**config.mk**
```make
export PLATFORM = sky130hd
export DESIGN_NAME = make_bytes
export DESIGN_NICKNAME = d
export VERILOG_FILES = /design/src/rtl/make_bytes.sv
export SDC_FILE = /design/constraint.sdc
export NUM_CORES = 1
export LEC_CHECK = 0
export ABC_AREA = 1
export BUFFER_PORTS_ARGS = -buffer_cell sky130_fd_sc_hd__buf_2
export CAP_MARGIN = 40
export CORE_MARGIN = 2
export CORE_UTILIZATION = 44
export DETAILED_ROUTE_END_ITERATION = 6
export GPL_ROUTABILITY_DRIVEN = 0
export PLACE_DENSITY_LB_ADDON = 0.08
export SLEW_MARGIN = 20
export SYNTH_ARGS = -nofsm -noshare
export SYNTH_HDL_FRONTEND = slang
export SYNTH_SLANG_ARGS = --single-unit
```
**constraint.sdc**
```tcl
create_clock -name i_clk -period 2.1 [get_ports i_clk]
set_clock_uncertainty 0.15 [all_clocks]
set_input_delay 0.315 -clock i_clk [delete_from_list [all_inputs] [get_ports i_clk]]
set_output_delay 0.315 -clock i_clk [all_outputs]
set_load 0.02 [all_outputs]
```
**src/rtl/make_bytes.sv**
```systemverilog
// Serialises a 32-bit word into UART bytes with a start/done handshake per byte.
// Optional leading header byte 8'hA5 is built in when MAKE_BYTES_HEADER_EN is defined.
module make_bytes #(
    parameter int MSB_FIRST = 1,
    parameter int COUNT_W   = 8
) (
    input  logic               i_clk,
    input  logic               i_reset,
    input  logic [31:0]        i_word,
    input  logic               i_valid,
    output logic               o_ready,
    output logic [7:0]         o_tx_data,
    output logic               o_tx_start,
    input  logic               i_tx_done,
    output logic               o_done,
    output logic [COUNT_W-1:0] o_word_count
);

`ifdef MAKE_BYTES_HEADER_EN
    localparam int IDX_W = 3;
    localparam logic [IDX_W-1:0] LAST_IDX = 3'd4;
    localparam logic [7:0] HEADER_BYTE = 8'hA5;
`else
    localparam int IDX_W = 2;
    localparam logic [IDX_W-1:0] LAST_IDX = 2'd3;
`endif

    localparam logic [1:0] ST_IDLE   = 2'd0;
    localparam logic [1:0] ST_SEND   = 2'd1;
    localparam logic [1:0] ST_WAIT   = 2'd2;
    localparam logic [1:0] ST_FINISH = 2'd3;

    logic [1:0]         state;
    logic [1:0]         state_next;
    logic [IDX_W-1:0]   byte_idx;
    logic [IDX_W-1:0]   byte_idx_inc;
    logic [31:0]        word_q;
    logic [7:0]         tx_data;
    logic [COUNT_W-1:0] word_count;

    // Map a position in the outgoing byte stream to the byte that goes on the wire.
    function automatic logic [7:0] pick_byte(input logic [31:0] w, input logic [IDX_W-1:0] idx);
        logic [1:0] pos;
`ifdef MAKE_BYTES_HEADER_EN
        logic [IDX_W-1:0] data_idx;
        data_idx = idx - IDX_W'(1);
        pos      = data_idx[1:0];
`else
        pos      = idx;
`endif
        if (MSB_FIRST != 0) begin
            pos = 2'd3 - pos;
        end
        case (pos)
            2'd0:    pick_byte = w[7:0];
            2'd1:    pick_byte = w[15:8];
            2'd2:    pick_byte = w[23:16];
            default: pick_byte = w[31:24];
        endcase
`ifdef MAKE_BYTES_HEADER_EN
        if (idx == '0) begin
            pick_byte = HEADER_BYTE;
        end
`endif
    endfunction

    assign byte_idx_inc = byte_idx + IDX_W'(1);

    always_comb begin
        state_next = state;
        case (state)
            ST_IDLE: begin
                if (i_valid) begin
                    state_next = ST_SEND;
                end
            end
            ST_SEND: begin
                state_next = ST_WAIT;
            end
            ST_WAIT: begin
                if (i_tx_done) begin
                    state_next = (byte_idx == LAST_IDX) ? ST_FINISH : ST_SEND;
                end
            end
            default: begin
                state_next = ST_IDLE;
            end
        endcase
    end

    always_ff @(posedge i_clk or posedge i_reset) begin
        if (i_reset) begin
            state      <= ST_IDLE;
            byte_idx   <= '0;
            word_q     <= '0;
            tx_data    <= 8'h00;
            word_count <= '0;
        end else begin
            state <= state_next;
            case (state)
                ST_IDLE: begin
                    if (i_valid) begin
                        word_q   <= i_word;
                        byte_idx <= '0;
                        tx_data  <= pick_byte(i_word, '0);
                    end
                end
                ST_WAIT: begin
                    // The next byte is loaded on the same edge that sees done, so it is
                    // already on o_tx_data when the following start pulse appears.
                    if (i_tx_done) begin
                        byte_idx <= byte_idx_inc;
                        if (byte_idx != LAST_IDX) begin
                            tx_data <= pick_byte(word_q, byte_idx_inc);
                        end
                    end
                end
                ST_FINISH: begin
                    word_count <= word_count + COUNT_W'(1);
                end
                default: begin
                end
            endcase
        end
    end

    assign o_ready      = (state == ST_IDLE);
    assign o_tx_start   = (state == ST_SEND);
    assign o_done       = (state == ST_FINISH);
    assign o_tx_data    = tx_data;
    assign o_word_count = word_count;

endmodule
```
==> metrics.md <==
| Metric | Value |
|---|---|
| Status | finished clean |
| Util after Layout | ~54% |
| Seq cells post-synth | 52 |
| GRT Total Usage | between 10% and 20% |
| WHS Path Cells | 3 |
| Fill cell count | around 550 |
| Synth warn | 0 |
| Setup Fix Bufs, Post-CTS | 0 |
| Clock Sinks | 52 |
| Yosys top cell area share | 50.4% |
| Hold endpoint | word_q[19] |
| Core Region | 0.00557 mm² |
| Crit path time final | between 1.5 and 2 ns |
| Final net count | ~430 |
| Largest area contributor in the netlist | dfrtp_1 |
| Power, Total | around 4.2 mW |
| Fin. max-slew vios | 0 |
| Starting Density | between 40% and 50% |
| Yosys cell types | 22 |
| Initial DRC Count | 84 |
| CP Data Required Time | around 1.6 ns |
| Setup repair after global routing missed its margin | false |
| Die Wd | approximately 80 µm |
| Async SR Flop Fraction | between 90% and 100% |
| CTS HTree Levels | 2 |
| CTS tree | done |
| N_diodes | 0 |
| Post-route DRC | 0 |
| Leading cell type by number of instances after synthesis | nand2_1 |
| Share of layout cells above drive strength 1 | between 20% and 30% |
| Vias/cell | between 4 and 5 |
| CP Capture Type | output port |
| # rows | 27 |
| CTS max path bufs | 2 |
| Final setup fails | 0 |
| Hold Vio Cnt, Final | 0 |
| Vias | approximately 2200 |
| Synth Cell Area | approximately 0.0026 mm² |
| Met1 wire length | approximately 2800 µm |
| Max-Cap Viols | 0 |
| Post-DRT Antenna Nets | 0 |
| Die area | 0.00649 mm² |
| Slew @ Worst Pin | around 0.4 ns |
| Tcrit/Tclk final | roughly 82% |
| Area delta synth->final | 17.6% |
| Pre-antenna DRT Iters | 4 |
| FF/Latch Area | around 0.0013 mm² |
| Die height | 80.6 µm |
| Register area share after synthesis | between 50% and 60% |
| Peak VDD IR | 596 µV |
| Arrival time at the worst endpoint | approximately 1.3 ns |
| Number of synthesized flops with an enable pin | 0 |
| R2r worst-path depth | 7 |
| Top_reg_cell synth | dfrtp_1 |
| Root buffer cell | clkbuf_8 |
| WL final | approximately 5700 µm |
| Hold Crit Class | input port to flop |
| FMAX | a little under 0.6 GHz |
| Met3 wire len | 281 µm |
| Pwr dens | approximately 1400 mW/mm² |
| Synth area leaders | dfrtp_1, nand2_1, nand3_1, nor2_1, a21oi_1 |
| GRT overflow | 0 |
| Number of global-route vias before repair | between 2000 and 2500 |
| Detail Placement HPWL | around 4300 µm |
| Skew-Pair Late Insertion Delay | ~0.30 ns |
| Syn Nets | about 380 |
| Syn Inst Count | 335 |
| Critical R2R Launch | byte_idx[0] |
| Slew headroom | approximately 73% |
| Reg2reg end | o_tx_data[4] |
| # hold bufs at CTS | 1 |
| Worst-path clk slew | about 0.10 ns |
| Crit Path Class | flop to output port |
| CTS Buf Count | 5 |
| Max Used Layer | met4 |
| Worst hold path startpoint | i_word[19] |
| Global-route wire length before repair | 9940 µm |
| Resize count post-CTS | 0 |
| Routed len/inst | 12.4 µm |
| Port Buffers | 54 |
| Flop2flop setup slack | ~0.39 ns |
| Fin Setup TNS | 0 ns |
| Leakage | approximately 1.7 nW |
| Most frequent cells after synthesis | nand2_1, dfrtp_1, nor2_1 |
| Crit Path Max Fanout | 5 |
| IO Count | between 50 and 60 |
| Mean area per synthesized cell | a little under 8 µm² |
| Initial antenna violation count | 0 |
| WL met2 | about 2600 µm |
| Type of origin of the critical path | flop |
| Area of the multi-input gates | 0.00111 mm² |
| Largest net degree at the start of global routing | 36 |
flip-flops by register name, indices dropped and copies added, names as in the netlist:
signal        flops
state             2
o_word_count      8
o_tx_data         8
byte_idx          2
word_q           32
where the power goes:
group          switching, mW  total, mW  internal (mW)
clock                  0.333      0.686          0.353
sequential             0.303       1.75           1.44
combinational           1.17       1.79          0.624
layout by cell type, fill, tap and decap left out, types with 2 or more instances in the layout:
cell type and count:
a21oi_1 16, buf_2 54, buf_4 5, clkbuf_8 5, dfrtp_1 52, ha_1 5, inv_1 19, inv_2 3
nand2_1 124, nand2_2 2, nand2_4 2, nand3_1 38, nand4_1 2, nor2_1 43, nor2_2 2, nor2_4 2
o21ai_1 3, xor2_1 3
worst max-delay path by stage:
stage / start / to / slack (ns)
2_1_floorplan: i_reset / byte_idx[0] / 0.38
3_3_place_gp: byte_idx[0] / o_tx_data[4] / 0.44
3_5_place_dp: byte_idx[0] / o_tx_data[1] / 0.43
4_1_cts: state[0] / o_tx_start / 0.35
5_1_grt: byte_idx[0] / o_tx_data[4] / 0.22
6_report: state[0] / o_tx_start / 0.37
per-layer routing:
layer	global-route usage [%]	up-vias
li1	-	1145
met1	28.2	1008
met2	30.9	53
met3	3.48	5
met4	5.08	0
met5	0	-
worst max-delay path, stage by stage, from the launching register on:
cell     delay (ns)
dfrtp_1        0.53
inv_2          0.09
nor2_1         0.15
buf_2          0.19
final cells by class:
type,instances,share of cell area [%]
Tap cell,72,2.97
Inverter,22,2.72
Clock buffer,5,2.27
Multi-Input combinational cell,245,36.6
Clock inverter,3,1.40
Sequential cell,52,42.9
Timing Repair Buffer,61,11.1
stage by stage:
step	setup WS, ns	std cells	hold slack [ns]	area [µm²]
finish	0.369	460	0.0799	3030
global route	0.221	460	0.0710	3030
CTS	0.350	460	0.0721	3030
detailed placement	0.426	451	0.173	2910
global placement	0.439	451	0.182	2910
floorplan	0.377	335	0.292	2580
kinds of logic (layout without fill, tap and decap cells):
group	Yosys count	after routing	share of synthesized area [%]
and+or+nand+nor	216	216	35.3
DFF	52	52	50.4
buffers and inverters	38	91	6.55
AOI/OAI and AO/OA	20	20	3.98
adders and majority gates	5	5	2.42
xor gates and xnor gates	4	4	1.36
(Power assumes the default switching activity.)
